--- src/rtl/servo_pkg.sv ---
// rtl/servo_pkg.sv - shared types, constants and pulse-width helper for the servo PWM sequencer
//
// Purpose: FSM state type, level range, default timing constants and the
// pulse-width calculation used by servo_pwm_sequencer.
// Ports: none (package).
package servo_pkg;

  typedef enum logic [1:0] {
    IDLE  = 2'd0,
    PULSE = 2'd1,
    GAP   = 2'd2
  } servo_state_t;

  localparam int LEVEL_W   = 3;
  localparam int LEVEL_MAX = 7;

  // Frame tick counter and pulse width share this width.
  localparam int CNT_W = 12;

  localparam int DEF_TICK_DIV       = 500;
  localparam int DEF_FRAME_TICKS    = 2000;
  localparam int DEF_MIN_TICKS      = 100;
  localparam int DEF_STEP_TICKS     = 14;
  localparam int DEF_DEBOUNCE_TICKS = 1000;
  localparam int DEF_SWEEP_FRAMES   = 25;

  // Pulse width in ticks for a given level, in 12-bit unsigned arithmetic.
  function automatic logic [CNT_W-1:0] pulse_width(input logic [LEVEL_W-1:0] lvl,
                                                   input int min_ticks,
                                                   input int step_ticks);
    return CNT_W'(min_ticks) + CNT_W'(lvl) * CNT_W'(step_ticks);
  endfunction

endpackage

--- src/rtl/servo_pwm_sequencer_btn_debounce.sv ---
// rtl/servo_pwm_sequencer_btn_debounce.sv - synchroniser, tick-based debouncer and press detector for one button
//
// Purpose: turns a raw asynchronous push-button into a single-cycle press event.
// Ports:
//   clk, rst_n  clock and asynchronous active-low reset
//   tick        timing tick; debounce counting advances only on tick
//   btn         raw button input, asynchronous, active-high
//   press       one-cycle strobe on the rising edge of the debounced state
module btn_debounce
  import servo_pkg::*;
#(
  parameter int DEBOUNCE_TICKS = DEF_DEBOUNCE_TICKS
) (
  input  logic clk,
  input  logic rst_n,
  input  logic tick,
  input  logic btn,
  output logic press
);

  localparam int DB_W = $clog2(DEBOUNCE_TICKS + 1);

  logic [1:0]      sync_q;
  logic            btn_s;
  logic            state_q;
  logic            state_prev_q;
  logic [DB_W-1:0] db_cnt_q;

  assign btn_s = sync_q[1];

  always_ff @(posedge clk or negedge rst_n) begin
    if (!rst_n) begin
      sync_q <= 2'b00;
    end else begin
      sync_q <= {sync_q[0], btn};
    end
  end

  // Any cycle where the synced input agrees with the accepted state restarts
  // the count, so only an uninterrupted disagreement is accepted.
  always_ff @(posedge clk or negedge rst_n) begin
    if (!rst_n) begin
      db_cnt_q <= '0;
      state_q  <= 1'b0;
    end else if (btn_s == state_q) begin
      db_cnt_q <= '0;
    end else if (tick) begin
      if (db_cnt_q == DB_W'(DEBOUNCE_TICKS - 1)) begin
        state_q  <= btn_s;
        db_cnt_q <= '0;
      end else begin
        db_cnt_q <= db_cnt_q + 1'b1;
      end
    end
  end

  always_ff @(posedge clk or negedge rst_n) begin
    if (!rst_n) begin
      state_prev_q <= 1'b0;
    end else begin
      state_prev_q <= state_q;
    end
  end

  assign press = state_q & ~state_prev_q;

endmodule

--- src/rtl/servo_pwm_sequencer.sv ---
// rtl/servo_pwm_sequencer.sv - button-driven level select and 20 ms servo PWM frame sequencer
//
// Purpose: debounced up/down level selection (0..7) and a pulse/gap frame
// generator whose pulse width is set by the level latched at frame start.
// Optional feature macro: SERVO_SWEEP_EN (automatic ping-pong level sweep).
// Ports:
//   clk, rst_n   clock and asynchronous active-low reset
//   up, down     raw push-buttons, asynchronous, active-high
//   sweep_mode   auto-sweep request (only with SERVO_SWEEP_EN)
//   pwm_out      servo control pulse
//   level        currently selected level
//   frame_start  one-cycle strobe in the cycle the frame pulse begins
module servo_pwm_sequencer
  import servo_pkg::*;
#(
  parameter int TICK_DIV       = DEF_TICK_DIV,
  parameter int FRAME_TICKS    = DEF_FRAME_TICKS,
  parameter int MIN_TICKS      = DEF_MIN_TICKS,
  parameter int STEP_TICKS     = DEF_STEP_TICKS,
  parameter int DEBOUNCE_TICKS = DEF_DEBOUNCE_TICKS,
  parameter int SWEEP_FRAMES   = DEF_SWEEP_FRAMES
) (
  input  logic               clk,
  input  logic               rst_n,
  input  logic               up,
  input  logic               down,
  input  logic               sweep_mode,
  output logic               pwm_out,
  output logic [LEVEL_W-1:0] level,
  output logic               frame_start
);

  if (MIN_TICKS + LEVEL_MAX * STEP_TICKS >= FRAME_TICKS) begin : g_width_check
    $error("longest pulse does not fit inside the frame");
  end

  localparam int              PRE_W      = (TICK_DIV > 1) ? $clog2(TICK_DIV) : 1;
  localparam logic [CNT_W-1:0] FRAME_LAST = CNT_W'(FRAME_TICKS - 1);

  logic [PRE_W-1:0]   pre_cnt_q;
  logic               tick;
  logic               up_ev;
  logic               down_ev;
  servo_state_t       state_q, state_d;
  logic [CNT_W-1:0]   fcnt_q, fcnt_d;
  logic [CNT_W-1:0]   width;
  logic [LEVEL_W-1:0] active_level_q;
  logic [LEVEL_W-1:0] level_d;
  logic               enter_pulse;

  assign tick = (pre_cnt_q == PRE_W'(TICK_DIV - 1));

  always_ff @(posedge clk or negedge rst_n) begin
    if (!rst_n) begin
      pre_cnt_q <= '0;
    end else if (tick) begin
      pre_cnt_q <= '0;
    end else begin
      pre_cnt_q <= pre_cnt_q + 1'b1;
    end
  end

  btn_debounce #(.DEBOUNCE_TICKS(DEBOUNCE_TICKS)) u_up_db (
    .clk(clk), .rst_n(rst_n), .tick(tick), .btn(up), .press(up_ev)
  );

  btn_debounce #(.DEBOUNCE_TICKS(DEBOUNCE_TICKS)) u_down_db (
    .clk(clk), .rst_n(rst_n), .tick(tick), .btn(down), .press(down_ev)
  );

  assign width = pulse_width(active_level_q, MIN_TICKS, STEP_TICKS);

  always_comb begin
    state_d     = state_q;
    fcnt_d      = fcnt_q;
    enter_pulse = 1'b0;
    case (state_q)
      IDLE: begin
        if (tick) begin
          state_d     = PULSE;
          enter_pulse = 1'b1;
        end
      end
      PULSE: begin
        if (tick) begin
          fcnt_d = fcnt_q + 1'b1;
          if (fcnt_q == width - 1'b1) state_d = GAP;
        end
      end
      GAP: begin
        if (tick) begin
          if (fcnt_q == FRAME_LAST) begin
            fcnt_d      = '0;
            state_d     = PULSE;
            enter_pulse = 1'b1;
          end else begin
            fcnt_d = fcnt_q + 1'b1;
          end
        end
      end
      default: state_d = IDLE;
    endcase
  end

  // Derived from state so an asserted reset drops the pin without a clock.
  assign pwm_out = (state_q == PULSE);

  always_ff @(posedge clk or negedge rst_n) begin
    if (!rst_n) begin
      state_q        <= IDLE;
      fcnt_q         <= '0;
      frame_start    <= 1'b0;
      active_level_q <= '0;
      level          <= '0;
    end else begin
      state_q     <= state_d;
      fcnt_q      <= fcnt_d;
      frame_start <= enter_pulse;
      level       <= level_d;
      // Uses level_d so a sweep step taken at frame start applies to this frame.
      if (enter_pulse) active_level_q <= level_d;
    end
  end

`ifdef SERVO_SWEEP_EN
  localparam int SW_W = (SWEEP_FRAMES > 1) ? $clog2(SWEEP_FRAMES) : 1;

  logic [SW_W-1:0] sweep_cnt_q;
  logic            sweep_dir_up_q;
  logic            sweep_step;
  logic            go_up;

  assign sweep_step = sweep_mode && enter_pulse && (sweep_cnt_q == SW_W'(SWEEP_FRAMES - 1));
  assign go_up      = (sweep_dir_up_q && level != LEVEL_W'(LEVEL_MAX)) ||
                      (!sweep_dir_up_q && level == '0);

  always_ff @(posedge clk or negedge rst_n) begin
    if (!rst_n) begin
      sweep_cnt_q    <= '0;
      sweep_dir_up_q <= 1'b1;
    end else begin
      if (!sweep_mode) begin
        sweep_cnt_q <= '0;
      end else if (enter_pulse) begin
        sweep_cnt_q <= sweep_step ? '0 : sweep_cnt_q + 1'b1;
      end
      if (sweep_step) sweep_dir_up_q <= go_up;
    end
  end

  always_comb begin
    level_d = level;
    if (sweep_mode) begin
      if (sweep_step) level_d = go_up ? level + 1'b1 : level - 1'b1;
    end else if (up_ev && !down_ev && level != LEVEL_W'(LEVEL_MAX)) begin
      level_d = level + 1'b1;
    end else if (down_ev && !up_ev && level != '0) begin
      level_d = level - 1'b1;
    end
  end
`else
  localparam int unused_sweep_frames = SWEEP_FRAMES;
  logic unused_sweep_mode;
  assign unused_sweep_mode = sweep_mode;

  always_comb begin
    level_d = level;
    if (up_ev && !down_ev && level != LEVEL_W'(LEVEL_MAX)) begin
      level_d = level + 1'b1;
    end else if (down_ev && !up_ev && level != '0) begin
      level_d = level - 1'b1;
    end
  end
`endif

endmodule

--- config.mk ---
export PLATFORM = sky130hd
export DESIGN_NAME = servo_pwm_sequencer
export DESIGN_NICKNAME = d
export VERILOG_FILES = /design/src/rtl/servo_pkg.sv /design/src/rtl/servo_pwm_sequencer_btn_debounce.sv /design/src/rtl/servo_pwm_sequencer.sv
export SDC_FILE = /design/constraint.sdc
export NUM_CORES = 1
export LEC_CHECK = 0
export BUFFER_PORTS_ARGS = -buffer_cell sky130_fd_sc_hd__buf_2
export CAP_MARGIN = 10
export CORE_ASPECT_RATIO = 0.9
export CORE_UTILIZATION = 55
export DETAILED_ROUTE_END_ITERATION = 6
export MAX_ROUTING_LAYER = met4
export PLACE_DENSITY = 0.83
export SLEW_MARGIN = 5
export SYNTH_ARGS = -nofsm -noshare
export SYNTH_HDL_FRONTEND = slang
export SYNTH_SLANG_ARGS = --single-unit
--- constraint.sdc ---
create_clock -name clk -period 3.25 [get_ports clk]
set_input_delay 0.4875 -clock clk [delete_from_list [all_inputs] [get_ports clk]]
set_output_delay 0.4875 -clock clk [all_outputs]
set_load 0.05 [all_outputs]
==> results.py <==
metrics = {
    "grt": {
        "grt_max_degree": 33,
        "grt_antenna_before_repair": 0,
        "grt-ovfl-total": 0,
        "grt_pass1_wl_um": 11500,
        "track_usage": 0.234,
        "grt_pass1_vias": 2514,
    },
    "worst_setup_path": {
        "r2r_start": "active_level_q[2]",
        "r2r_setup_slack_ns": 0.02,
        "worstSetupEndpointType": "flop",
        "r2r-end": "state_q[1]",
        "startpoint_type": "flop",
        "r2r_cells": 10,
        "cp.arrival_ns": 3.51,
        "cp.required_ns": 3.53,
        "critPathKind": "reg -> reg",
        "crit_path_max_fanout": 4,
    },
    "synthesis": {
        "syn_nets": 358,
        "synthAdderAreaFrac": 0.0699,
        "ys_async_sr_fraction": 1.00,
        "yosys-top-cells-area": "dfrtp_1, ha_1, xnor2_1",
        "yosysTopAreaCellShare": 0.432,
        "synth_ff_type": "dfrtp_1",
        "avgSynthCellArea_um2": 10.0,
        "synth.cell_area_um2": 3360,
        "yosys.area_share.simple": 0.227,
        "ys_ff_latch": 58,
        "ys_types": 62,
        "synth_edf_count": 0,
        "synth_top_family_by_area": "simple AND/OR/NAND/NOR gates",
        "synth_compound_area_frac": 0.127,
        "yosysSeqAreaShare": 0.432,
        "yosys-top-cells-count": "dfrtp_1, nor2_1, nand3_1, nand2_1",
        "synthMuxAreaShare": 0.0324,
        "synth.most_common_cell": "dfrtp_1",
        "synth_area_leader_cell": "dfrtp_1",
        "synth-xor-area-share": 0.0766,
        "synth_cells": 336,
        "yosys_warnings": 0,
    },
    "clocking": {
        "path_clk_slew_ns": 0.07,
        "ctsHtreeMaxLevel": 3,
        "cts_tree": "built",
        "clock_latency_ns": 0.34,
        "clockBufferDepth": 2,
        "cts_hold_buf": 0,
        "clock-sinks": 58,
        "cts_buffers": 9,
        "clockRootBuffer": "clkbuf_8",
    },
    "sta": {
        "holdWs_ns": 0.213,
        "post-route-period-util": 0.995,
        "finalMaxSlewViolations": 0,
        "finalHoldViolations": 0,
        "finalSetupViolCount": 0,
        "finalClockSkew_ns": 0.00589,
        "layout_setup_ws_ns": 0.0160,
        "fmax_mhz": 309,
        "relSlewSlack": 0.468,
        "tightest_slew_ns": 0.790,
        "grt_setup_unrepaired": "true",
        "finalCriticalPeriod_ns": 3.23,
    },
    "floorplanning": {
        "coreArea_um2": 5790,
        "initial_utilization": 0.581,
        "dieArea_um2": 6430,
        "die_h_um": 76.2,
        "std_cell_rows": 26,
        "io-pin-count": 10,
        "die_x_um": 84.4,
    },
    "power": {
        "irDropWorstVdd_mv": 0.253,
        "p_leak_nw": 1.62,
        "finalPower_mw": 1.42,
        "cell_internal_pwr_mw": 1.10,
        "p_switching_mw": 0.315,
        "p_clk_frac": 0.470,
        "pwr-share-seq": 0.512,
        "netSwitchingFraction": 0.222,
        "p_per_area_nw_per_um2": 384,
        "pwr-share-comb": 0.018,
    },
    "placement": {
        "port_buffers": 8,
        "gp_congestion": 0.892,
        "dpl_worst_slack_ns": -0.00340,
        "hpwl_um": 4460,
    },
    "finish": {
        "drive_gt1_frac": 0.146,
        "nets": 372,
        "fin_util": 0.638,
        "diodes": 0,
        "areaGrowthSynthToFinish_pct": 9.82,
    },
    "route": {
        "routed_via_density": 6.15,
        "drc": 0,
        "vias": 2612,
        "firstDrtPassIters": 5,
        "postRouteAntennaNets": 0,
        "wl_per_cell_um": 15.8,
        "finalWirelength_um": 6730,
        "drtIter0Drc": 243,
    },
    "job": {
        "cap_violations": 0,
    },
    "min_path": {
        "hold_path_class": "in -> async",
    },
    "run_status": {
        "status": "finished clean",
    },
}
## routing by layer
layer	routed length, µm	GRT usage	share of wire	up-vias
met5	0	-	0	-
met4	78	0.0915	0.012	0
met3	345	0.0585	0.051	9
met2	3370	0.365	0.50	79
met1	2940	0.295	0.44	1282
li1	-	-	-	1242
## power groups by stage
| stage | Combinational [mW] | Clock [mW] | Sequential, mW |
|---|---|---|---|
| 2_1_floorplan | 0.00701 | 0 | 0.739 |
| 3_3_place_gp | 0.0264 | 0 | 0.739 |
| 3_5_place_dp | 0.0270 | 0 | 0.739 |
| 4_1_cts | 0.0272 | 0.678 | 0.726 |
| 5_1_grt | 0.0310 | 0.713 | 0.725 |
| 6_report | 0.0260 | 0.666 | 0.726 |
## layout make-up
type | count | area [µm²]
multi-input cells | 250 | 1810
well taps | 70 | 87.6
inverters | 16 | 60.1
repair buffers | 15 | 92.6
clock buffers | 11 | 141
fillers | 466 | 2100
clock inverters | 5 | 53.8
flip-flops and latches | 58 | 1450
## what timing repair did
action / CTS / global route
pin swaps: 0 / 7
hold endpoints to repair: 0 / 0
setup buffers: 0 / 1
setup endpoints to repair: 2 / 2
resized for setup: 1 / 6
## registers in the layout, summed over array words and instances (netlist names)
| name | cells |
|---|---|
| u_down_db.sync_q | 2 |
| u_up_db.state_q | 1 |
| pre_cnt_q | 9 |
| u_up_db.state_prev_q | 1 |
| u_up_db.sync_q | 2 |
| u_up_db.db_cnt_q | 10 |
| fcnt_q | 12 |
| u_down_db.state_prev_q | 1 |
| active_level_q | 3 |
| frame_start | 1 |
| u_down_db.db_cnt_q | 10 |
| level | 3 |
| u_down_db.state_q | 1 |
| state_q | 2 |
## layout by cell type, fill, tap and decap left out, types with 4 or more instances in the layout
cell and instances:
mux2_2 7, o21ai_1 4, nor4_1 6, nor2_1 25, ha_1 13, inv_1 14
nor2b_1 6, xor2_1 8, xnor2_1 17, o21ai_0 16, nand2b_1 5, nor3b_1 6
a21o_1 4, a21oi_1 13, dfrtp_1 57, and3_1 5, nand2_1 18, or3_1 8
nand3_1 21, clkbuf_8 10, buf_2 8, buf_4 7, nor3_1 8, nand4_1 4
## through the flow
stage	instance area, µm²	std cells	TNS (ns)
2_1_floorplan	3360	336	0
3_3_place_gp	3480	408	0
3_5_place_dp	3480	408	-0.00340
4_1_cts	3670	424	0
5_1_grt	3690	425	-0.211
6_report	3690	425	0
## worst max-delay path by stage
stage,startpoint,end,slack (ns),cells past startpoint
2_1_floorplan,active_level_q[0],state_q[1],0.07,10
3_3_place_gp,active_level_q[0],state_q[1],0.08,10
3_5_place_dp,active_level_q[2],state_q[1],-0.003,10
4_1_cts,active_level_q[0],state_q[1],0.02,10
5_1_grt,active_level_q[2],state_q[1],-0.12,10
6_report,active_level_q[2],state_q[1],0.02,10
## worst max-delay path: stages (launching register included)
cell and delay, ns:
dfrtp_1 0.41, inv_2 0.07, fa_1 0.49, inv_1 0.06, ha_2 0.18, fa_1 0.59
nand3_2 0.14, xnor3_1 0.37, or4_4 0.44, a311oi_2 0.27, a21o_1 0.16
## kinds of logic (layout without fill, tap and decap cells)
group | count (synthesis) | in the layout
DFF | 58 | 58
AOI/OAI and AO/OA | 65 | 65
adders and majority gates | 17 | 17
muxes | 10 | 10
and+or+nand+nor | 131 | 131
buffers and inverters | 28 | 47
xor gates and xnor gates | 27 | 27
No activity file was read; power rests on OpenSTA's default activity.
